[src/rtl/ser_stream.sv]
// ser_stream: parallel-to-serial converter with per-word length/bit order and a one-word pending buffer
module ser_stream #(
  parameter int DATA_W  = 16,
  parameter int LEN_W   = $clog2(DATA_W),
  parameter int MIN_LEN = 3
) (
  input  logic              clk_i,
  input  logic              srst_i,
  input  logic [DATA_W-1:0] data_i,
  input  logic [LEN_W-1:0]  data_mod_i,
  input  logic              data_msb_first_i,
  input  logic              data_val_i,
  output logic              data_ready_o,
  output logic              ser_data_o,
  output logic              ser_data_val_o,
  output logic              ser_last_o,
  output logic              busy_o,
  output logic              drop_o
);
  localparam logic [LEN_W:0] FULL = (LEN_W+1)'(DATA_W);
  localparam logic [LEN_W:0] MIN  = (LEN_W+1)'(MIN_LEN);
  localparam logic [LEN_W:0] ONE  = (LEN_W+1)'(1);
  logic [DATA_W-1:0] sh_data, pend_data, cur_data;
  logic [LEN_W:0]    sh_cnt, pend_len, in_len, cnt_n;
  logic              sh_msb, pend_msb, pend_valid, cur_msb;
  logic              acc, legal, free, take_pend, bypass, pend_wr, pend_valid_n;
  assign data_ready_o = !pend_valid && !srst_i;
  assign in_len       = (data_mod_i == '0) ? FULL : {1'b0, data_mod_i};
  assign acc          = data_val_i && data_ready_o;
  assign legal        = in_len >= MIN;
  // sh_cnt counts bits still to show, including the one on the output now; the shifter
  // is free when it is empty or presenting its last bit, and then reloads pending first, else bypass
  always_comb begin
    free         = sh_cnt <= ONE;
    take_pend    = free && pend_valid;
    bypass       = free && !pend_valid && acc && legal;
    pend_wr      = acc && legal && !bypass;
    cur_data     = take_pend ? pend_data : bypass ? data_i : sh_data;
    cur_msb      = take_pend ? pend_msb : bypass ? data_msb_first_i : sh_msb;
    cnt_n        = take_pend ? pend_len : bypass ? in_len : free ? '0 : sh_cnt - ONE;
    pend_valid_n = pend_valid ? !free : pend_wr;
  end
  // state and registered outputs; the next bit is taken from the edge of cur_data and the rest shifted in place
  always_ff @(posedge clk_i) begin
    if (srst_i) begin
      sh_data        <= '0;
      sh_cnt         <= '0;
      sh_msb         <= 1'b0;
      pend_data      <= '0;
      pend_len       <= '0;
      pend_msb       <= 1'b0;
      pend_valid     <= 1'b0;
      ser_data_o     <= 1'b0;
      ser_data_val_o <= 1'b0;
      ser_last_o     <= 1'b0;
      busy_o         <= 1'b0;
      drop_o         <= 1'b0;
    end else begin
      sh_data        <= cur_msb ? cur_data << 1 : cur_data >> 1;
      sh_cnt         <= cnt_n;
      sh_msb         <= cur_msb;
      pend_valid     <= pend_valid_n;
      if (pend_wr) begin
        pend_data <= data_i;
        pend_len  <= in_len;
        pend_msb  <= data_msb_first_i;
      end
      ser_data_o     <= (cnt_n != '0) && (cur_msb ? cur_data[DATA_W-1] : cur_data[0]);
      ser_data_val_o <= cnt_n != '0;
      ser_last_o     <= cnt_n == ONE;
      busy_o         <= (cnt_n != '0) || pend_valid_n;
      drop_o         <= acc && !legal;
    end
  end
endmodule

[config.mk]
export PLATFORM = sky130hd
export DESIGN_NAME = ser_stream
export DESIGN_NICKNAME = d
export VERILOG_FILES = /design/src/rtl/ser_stream.sv
export SDC_FILE = /design/constraint.sdc
export NUM_CORES = 1
export LEC_CHECK = 0
export ABC_AREA = 1
export CORE_MARGIN = 4
export CORE_UTILIZATION = 40
export CTS_CLUSTER_DIAMETER = 120
export CTS_CLUSTER_SIZE = 14
export DETAILED_ROUTE_END_ITERATION = 8
export HOLD_SLACK_MARGIN = 0.02
export PLACE_DENSITY = 0.68
export SLEW_MARGIN = 20
export SYNTH_ARGS = -nofsm -noshare
export SYNTH_HDL_FRONTEND = slang
export SYNTH_SLANG_ARGS = --single-unit
[constraint.sdc]
create_clock -name clk_i -period 2 [get_ports clk_i]
set_input_delay 0.3 -clock clk_i [delete_from_list [all_inputs] [get_ports clk_i]]
set_output_delay 0.3 -clock clk_i [all_outputs]
set_load 0.03 [all_outputs]
==> flow_metrics.tcl <==
set metrics [dict create \
    worst-path-max-fanout 19 \
    leakage_nw 1.31 \
    fin_ws_ns 0.150 \
    cap_violations 0 \
    syn_avg_cell_area_um2 6.93 \
    drive_above_1_share 0.140 \
    final_core_util 0.522 \
    rows 27 \
    start_util 0.414 \
    grt_pass1_wl_mm 9.12 \
    gp_congestion 0.823 \
    setup_violations 0 \
    die_w_um 83.7 \
    synth-async-reset-ratio 0 \
    io_buffers 29 \
    final_cells 450 \
    die_h_um 83.7 \
    rsz0062_at_grt "false" \
    cts_made_buffers 5 \
    detail_route.vias_per_cell 4.87 \
    hold_class "register to register" \
    nets 403 \
    hold_buffers 0 \
    dr_total_vias 2191 \
    fillers 583 \
    cts_tree "done" \
    ys_warn_count 0 \
    drc 0 \
    status "complete, no violations" \
    antennaDiodeCount 0 \
    drt_first_pass_iters 5 \
    critPathKind "register to register" \
    cp-start-kind "register" \
    ys_seq_area_frac 0.437 \
    antenna_found_initial 0 \
    grt_max_degree 20 \
    timing.fmax_mhz 540 \
    slew_viol_final 0 \
    cts_buffer_depth 2 \
    finalHoldViolCount 0 \
    peakVddDrop_v 0.000623 \
    grt_pass1_vias 2074 \
    synth_nets 357 \
    layout_common_cells "nand2_1, nor2_1, dfxtp_1" \
    total_power_mw 3.64 \
    gr-total-overflow 0 \
    period_needed_ns 1.85 \
    tns_ns 0 \
    ys_types 29 \
    dp_cells 440 \
    grt_usage 0.158 \
    detail_route.wl_per_cell_um 11.9 \
    dp_hpwl_mm 3.94 \
    p_per_area_nw_per_um2 1260 \
    critical_path_required_ns 2.22 \
    maxSlewHeadroom 0.658 \
    dp_slack_ns -0.199 \
    arrival_ns 2.07 \
    num_io_pins 30 \
    synthFlopType "dfxtp_1" \
    clkSlewWorstSetupHoldPaths_ns 0.09 \
    stdcell_area_um2 2890 \
    critPathCaptureType "register" \
    finalHoldWorstSlack_ns 0.523 \
    synth_edf_count 0 \
    tightest_slew_ns 0.513 \
    area_delta_synth_final_pct 26.1 \
    syn_inst 331 \
    netlist_area_um2 2290 \
    dieArea_um2 7010 \
    clk_latency_ns 0.30 \
    cts_max_level 2 \
    core-area_um2 5540 \
    layout_worst_path_cycle_share 0.925 \
    final_common_cell "nand2_1" \
    drt_first_iter_violations 111 \
    place_area_um2 2760 \
    synth_seq_cells 50 \
    cts_sinks 50 \
    antenna_left 0 \
    cts-root-buf "clkbuf_8" \
    worst_clock_skew_ns 0.00213 \
    wl_mm 5.37 \
]
[critical path, cell delays in order (launching register included)]
cell and delay [ns]:
dfxtp_2 0.35, inv_1 0.06, ha_1 0.18, o21bai_2 0.21, nand2_4 0.13, nor2_4 0.07
inv_2 0.09, buf_6 0.18, nor2_1 0.06, a31oi_1 0.24, nand2_1 0.10, o21ai_0 0.09
[cells in the mapped netlist, types with 2 or more instances]
library cell	instances	share of area
nand4_1	2	0.0055
o22ai_1	3	0.0082
nand3_1	14	0.031
nand2_1	82	0.13
nor2_1	55	0.090
clkbuf_1	6	0.0098
nor2_2	2	0.0055
nand2_4	2	0.0098
nor2_4	2	0.0098
a31oi_1	9	0.025
nand2_2	2	0.0055
inv_2	3	0.0049
o21ai_0	40	0.087
inv_1	31	0.051
buf_2	5	0.011
a21oi_1	10	0.022
ha_1	2	0.011
dfxtp_1	50	0.44
[area by class of cell]
| cell class | instances | area (um^2) | share of cell area |
|---|---|---|---|
| multi-input combinational | 233 | 1110 | 0.383 |
| sequential | 50 | 1000 | 0.347 |
| timing repair buffer | 52 | 464 | 0.161 |
| inverter | 35 | 134 | 0.0463 |
| tap | 72 | 90.1 | 0.0312 |
| clock buffer | 7 | 86.3 | 0.0299 |
| clock inverter | 1 | 5.00 | 0.00173 |
[cell families (layout without fill, tap and decap cells)]
kind of cell / Yosys count / after routing / share of synthesized area
fa+ha+maj: 2 / 2 / 0.0109
buf+inv: 48 / 95 / 0.0873
simple gates: 166 / 166 / 0.312
flops: 50 / 50 / 0.437
compound gates: 64 / 64 / 0.149
xor+xnor: 1 / 1 / 0.00382
[what timing repair did]
action,4_1_cts,5_1_grt
buffers inserted,0,2
endpoints found under the hold margin,0,0
gates resized for setup,0,8
setup endpoints to repair,0,15
[final timing paths]
path | to | depth (start not counted) | startpoint | slack, ns
hold reg to reg | pend_data[1] | 2 | pend_data[1] | 0.52
setup / recovery | sh_data[9] | 11 | sh_cnt[1] | 0.15
setup reg to reg | sh_data[9] | 11 | sh_cnt[1] | 0.15
hold / removal | pend_data[1] | 2 | pend_data[1] | 0.52
[flip-flops by register name, summed over array words and instances, names as in the netlist, 5 cells and up]
| signal | flops |
|---|---|
| pend_data | 16 |
| sh_cnt | 5 |
| pend_len | 5 |
| sh_data | 16 |
[report_power, final]
part | leakage, nW | switching, mW | internal (mW)
logic | 0.850 | 0.976 | 0.631
clock network | 0.0482 | 0.328 | 0.280
registers | 0.409 | 0.129 | 1.30
total | 1.31 | 1.43 | 2.21
[layer usage]
| metal | up-vias | wire length [um] | track usage |
|---|---|---|---|
| li1 | 1147 | - | - |
| met1 | 981 | 2480 | 0.189 |
| met2 | 49 | 2500 | 0.266 |
| met3 | 14 | 237 | 0.0336 |
| met4 | 0 | 153 | 0.0789 |
| met5 | - | 0 | 0 |
Power figures use the tool's default switching activity.
